<file path="src/rtl/rssb_pkg.sv">
// Shared types and helpers for the RSSB one-instruction core sequencer.
package rssb_pkg;

  localparam int WIDTH_DEF = 8;
  localparam logic [7:0] HALT_OP_DEF = 8'hFF;

  typedef enum logic [2:0] {
    IDLE,
    FETCH,
    RD,
    EXEC,
    WR,
    HALT
  } rssb_state_e;

  // Signed less-than from sign bits and the unsigned compare; width-independent.
  function automatic logic signed_lt(input logic a_msb, input logic b_msb, input logic unsigned_lt);
    return (a_msb != b_msb) ? a_msb : unsigned_lt;
  endfunction

endpackage

</file>
<file path="src/rtl/rssb_alu.sv">
// Reverse-subtract datapath: diff = rdata - acc (wrapping), borrow = signed rdata < acc.
module rssb_alu
  import rssb_pkg::*;
#(
  parameter int WIDTH = WIDTH_DEF
) (
  input  logic [WIDTH-1:0] rdata,
  input  logic [WIDTH-1:0] acc,
  output logic [WIDTH-1:0] diff,
  output logic             borrow
);

  assign diff = rdata - acc;

  // Borrow is a true signed compare, not the sign bit of the wrapped difference.
  assign borrow = signed_lt(rdata[WIDTH-1], acc[WIDTH-1], rdata < acc);

endmodule

</file>
<file path="src/rtl/rssb_seq_ctrl.sv">
// RSSB sequencer: FETCH -> RD -> EXEC -> WR per instruction, owns pc/acc/run status.
// Optional retire counter and last_skip flag are built when RSSB_RETIRE_CNT_EN is defined.
module rssb_seq_ctrl
  import rssb_pkg::*;
#(
  parameter int               WIDTH    = WIDTH_DEF,
  parameter logic [WIDTH-1:0] HALT_OP  = WIDTH'(HALT_OP_DEF),
  parameter logic [WIDTH-1:0] PC_RESET = '0
) (
  input  logic             clk,
  input  logic             rst_n,
  input  logic             start,
  output logic [WIDTH-1:0] rom_addr,
  input  logic [WIDTH-1:0] rom_data,
  output logic             mem_req,
  output logic             mem_we,
  output logic [WIDTH-1:0] mem_addr,
  output logic [WIDTH-1:0] mem_wdata,
  input  logic [WIDTH-1:0] mem_rdata,
  input  logic             mem_ready,
  output logic [WIDTH-1:0] pc,
  output logic [WIDTH-1:0] acc,
  output logic             busy,
  output logic             halted
`ifdef RSSB_RETIRE_CNT_EN
  ,
  output logic [31:0]      retired,
  output logic             last_skip
`endif
);

  rssb_state_e state, state_next;

  logic [WIDTH-1:0] opnd;
  logic [WIDTH-1:0] rdata_q;
  logic             borrow_q;
  logic [WIDTH-1:0] diff;
  logic             borrow;
  logic             idle_like;

  rssb_alu #(.WIDTH(WIDTH)) u_alu (
    .rdata (rdata_q),
    .acc   (acc),
    .diff  (diff),
    .borrow(borrow)
  );

  always_ff @(posedge clk or negedge rst_n) begin
    if (!rst_n) state <= IDLE;
    else        state <= state_next;
  end

  always_comb begin
    state_next = state;
    case (state)
      IDLE, HALT: if (start) state_next = FETCH;
      FETCH:      state_next = (rom_data == HALT_OP) ? HALT : RD;
      RD:         if (mem_ready) state_next = EXEC;
      EXEC:       state_next = WR;
      WR:         if (mem_ready) state_next = FETCH;
      default:    state_next = IDLE;
    endcase
  end

  always_ff @(posedge clk or negedge rst_n) begin
    if (!rst_n) begin
      pc        <= PC_RESET;
      acc       <= '0;
      opnd      <= '0;
      rdata_q   <= '0;
      borrow_q  <= 1'b0;
      mem_wdata <= '0;
    end else begin
      case (state)
        IDLE, HALT: begin
          if (start) begin
            pc  <= PC_RESET;
            acc <= '0;
          end
        end
        FETCH: opnd <= rom_data;
        RD:    if (mem_ready) rdata_q <= mem_rdata;
        EXEC: begin
          acc       <= diff;
          mem_wdata <= diff;
          borrow_q  <= borrow;
        end
        WR:    if (mem_ready) pc <= pc + (borrow_q ? WIDTH'(2) : WIDTH'(1));
        default: ;
      endcase
    end
  end

  // Request strobes decode straight from state so reset drops them at once.
  assign idle_like = (state == IDLE) || (state == HALT);
  assign rom_addr  = pc;
  assign mem_req   = (state == RD) || (state == WR);
  assign mem_we    = (state == WR);
  assign mem_addr  = opnd;
  assign busy      = !idle_like;
  assign halted    = (state == HALT);

`ifdef RSSB_RETIRE_CNT_EN
  always_ff @(posedge clk or negedge rst_n) begin
    if (!rst_n) begin
      retired   <= '0;
      last_skip <= 1'b0;
    end else if (idle_like && start) begin
      retired <= '0;
    end else if (state == WR && mem_ready) begin
      if (retired != 32'hFFFF_FFFF) retired <= retired + 32'd1;
      last_skip <= borrow_q;
    end
  end
`endif

endmodule

</file>
<file path="config.mk">
export PLATFORM = sky130hd
export DESIGN_NAME = rssb_seq_ctrl
export DESIGN_NICKNAME = d
export VERILOG_FILES = /design/src/rtl/rssb_pkg.sv /design/src/rtl/rssb_alu.sv /design/src/rtl/rssb_seq_ctrl.sv
export SDC_FILE = /design/constraint.sdc
export NUM_CORES = 1
export LEC_CHECK = 0
export CAP_MARGIN = 20
export CORE_MARGIN = 2
export CORE_UTILIZATION = 52
export CTS_CLUSTER_DIAMETER = 40
export CTS_CLUSTER_SIZE = 20
export DETAILED_ROUTE_END_ITERATION = 16
export PLACE_DENSITY_LB_ADDON = 0.25
export SLEW_MARGIN = 0
export SYNTH_ARGS = -nofsm -noshare
export SYNTH_HDL_FRONTEND = slang
export SYNTH_SLANG_ARGS = --single-unit
export TNS_END_PERCENT = 50
</file>
<file path="constraint.sdc">
create_clock -name clk -period 4.9 [get_ports clk]
set_input_delay 1.47 -clock clk [delete_from_list [all_inputs] [get_ports clk]]
set_output_delay 1.47 -clock clk [all_outputs]
set_load 0.01 [all_outputs]
</file>
==> results.txt <==
* Combinational cell fraction of total power: 0.496
- Max-cap violations in this run came to 0.
- Clock transition at the register clock pins on the worst setup and hold paths after CTS: 0.08 ns
* Switching pwr: approximately 740 uW
- Number of synthesized flops with an enable pin: 0
* Leak Pwr: 0.00133 uW
- Yosys top cell area share: 0.477
- Placed Area: 2910 sq um
- The first global-routing pass estimated 7760 um of wire.
- For this run, the detailed router's first-pass iteration total came to 4.
* Floorplan die height: 70.6 um
- Measured on the finished design, the core utilization comes to 0.711.
- Ranking of synthesized cells by instance count: dfrtp_1, nand2_1, mux2_2
- DR WL met3: 216 um
- Power density normalized to cell area: 670 nW/um^2
- Min Hold Slack: 0.490 ns
- Worst skew pair latency: 0.30 ns
* Final period utilization: 0.696
- The finished cells cover 3070 sq um.
- After detailed routing, the number of vias per cell comes to 5.28.
- The detailed router used layers up to and including met4.
- Post-CTS Resized: 0
- Input/output buffers: 63
- STA classifies the critical path startpoint as a flop.
* All-layer global routing usage: 0.200
- The die covers 4990 sq um.
- The worst hold path belongs to the class reg -> reg.
* Final-report max-slew violation count: 0
- Before CTS, the worst setup slack after placement is 1.49 ns.
- Counting every net in the synthesized netlist gives 253.
- STA classifies the critical path endpoint as an output pin.
* Post-CTS Setup Inserts: 0
- In this run the critical register-to-register path is captured at borrow_q.
- The H-tree was split into 2 levels.
- At the worst endpoint, the arrival time is 1.94 ns.
- The clock passes through at most 2 buffers.
* Final #Nets: 309
* Tightest Pin Transition: 0.956 ns
- Average instance area after synthesis: ~10 sq um
* Remaining max-slew budget at the tightest pin: 0.363
- In this run the most critical hold path is launched from mem_wdata[3].
* Number of buffers added to fix hold violations after cts: 0
- Worst Path Class, Setup: reg -> out
* Ys async rst share: 1.00
- In this run the register-to-register setup slack is 2.50 ns.
* Initial Utilization: 0.534
- After detailed routing, the average wire length per cell comes to 13.9 um.
- Cell type contributing the most total cell area after synthesis: dfrtp_1
- Number of vias after detailed routing: 1737
* Most common cell in the synthesized netlist: dfrtp_1
- TritonCTS Sinks: 44
* Switching power as a share of total power: 0.359
- Worst-case clock skew: 0.00965 ns
* Number of synthesis warnings: 0
- For the final routed database, the setup TNS stands at 0 ns.
- Setup repair after global routing left no endpoint under its margin.
- The share of total power dissipated in the clock network is 0.185.
* DRC violation count after routing: 0
- Final ANT Viol Nets: 0
- In this run the count of I/O pins placed on the die edge is between 60 and 70.
- Data on the critical path is required at its endpoint by approximately 3.4 ns.
* Grt ovf: 0
- After synthesis, the netlist uses 45 different library cells.
- Final WL: 4570 um
* Proportion of power drawn by flip-flops and latches: 0.319
- 0 antenna diodes ended up in the layout.
- Count of final hold-check violations: 0
* Vias in the first global route: 1619
* Total of endpoints with negative setup slack in the final report: 0
- Along the worst hold path, the cell count comes to 1.
* Top FF cell, synth: dfrtp_1
* Depth of the most critical reg-to-reg path: 9
- Counting the fill cells in the layout gives 342.
* Met1 layer wirelength in the final routing: 2130 um
* CTS buffer count: 5
- The share of the Yosys chip area taken by registers is 0.477.
- Internal: 1320 uW
- Antenna violations before repair: 0
- Die outline width: 70.6 um
- Setup slack closes at 1.49 ns.
- After detailed routing, the met2 layer carries around 2100 um of wire.
- Site row count: 24
- Max Freq: 293 MHz
- Synthesis inferred 44 register bits.
- Sum of net half-perimeters after detailed placement: 3240 um
- In this run the standard cell core region covers 4320 sq um.
* Leading cell types by total area after synthesis: dfrtp_1, mux2_2, ha_1
* CTS tree: done
* Peak ir drop on the vdd network: between 300 and 400 uV
- Area added between synthesis and finish: 33.2%
- Of all nets on the critical path, the largest fanout is 14.
- Share of cells above drive strength 1: 0.119
- At the end of routability-driven placement, the weighted congestion stood at 0.876.
- Maximum number of pins on one net before global-route repair: 45
- The mapped netlist covers ~2300 sq um.
- CTS Root Cell: clkbuf_8
- Worst reg2reg startpoint: rdata_q[0]
- The run finished with clean final reports.
- Counting every instance in the synthesized netlist gives 220.
- Final critical delay including setup and external delays: 3.41 ns
* Endpoint of the worst hold path: mem_wdata[3]
- The first routing iteration left 111 violations.
==> critical path, stage by stage (launching register included) <==
cell and delay [ns]:
dfrtp_1 0.63, nor3b_1 0.40, clkdlybuf4s50_1 0.61
==> cell type report <==
cell class / count / area (sq um) / share of cell area
tap: 52 / 65.1 / 0.0212
timing repair buffer: 63 / 626 / 0.204
sequential: 44 / 1100 / 0.358
clock inverter: 3 / 90.1 / 0.0293
clock buffer: 5 / 68.8 / 0.0224
inverter: 12 / 45.0 / 0.0147
multi-input combinational: 150 / 1080 / 0.351
==> per-layer routing <==
metal	up-vias	track usage
met5	-	0
met4	0	0.0692
met3	9	0.0484
met2	44	0.323
met1	819	0.267
li1	865	-
==> registers in the layout, indices dropped and copies added (netlist names) <==
signal and cells:
rdata_q 8, borrow_q 1, acc 8, mem_wdata 8, state 3, pc 8
mem_addr 8
==> cells by family after synthesis <==
group,share of synthesized area
AND/OR/NAND/NOR,0.155
flip-flops,0.477
XOR/XNOR,0.0342
AO/OA/AOI/OAI,0.117
buffers and inverters,0.0559
adder cells (fa/ha/maj),0.0770
multiplexers,0.0841
==> how the worst max path moves through the flow <==
| stage | from | end | slack, ns | cells past startpoint |
|---|---|---|---|---|
| 6_report | state[2] | mem_we | 1.49 | 2 |
| 5_1_grt | state[0] | halted | 1.39 | 3 |
| 4_1_cts | state[2] | mem_we | 1.51 | 2 |
| 3_5_place_dp | start | pc[7] | 1.49 | 6 |
| 3_3_place_gp | start | pc[7] | 1.57 | 6 |
| 2_1_floorplan | start | pc[7] | 2.22 | 5 |
==> through the flow <==
stage | power (uW) | std cells
2_1_floorplan | 1300 | 220
3_3_place_gp | 1660 | 321
3_5_place_dp | 1680 | 321
4_1_cts | 2080 | 329
5_1_grt | 2220 | 329
6_report | 2060 | 329
==> power groups by stage <==
stage	registers (uW)	clock network, uW	logic (uW)
after global placement	657	0	999
after floorplan	664	0	633
after detailed placement	663	0	1020
final	657	381	1020
after global routing	681	402	1140
after CTS	658	387	1030
==> cells in the final DEF (no fill, tap or decap), drive strengths merged, types with 4 or more instances in the layout <==
cell type and n:
a21o 6, a21oi 9, clkbuf 5, clkdlybuf4s50 62, dfrtp 44, ha 11, inv 12, mux2 16
nand2 26, nand2b 4, nand3 5, nor2 10, nor3b 4, o21ai 12, xnor2 9
Power figures use the tool's default switching activity.
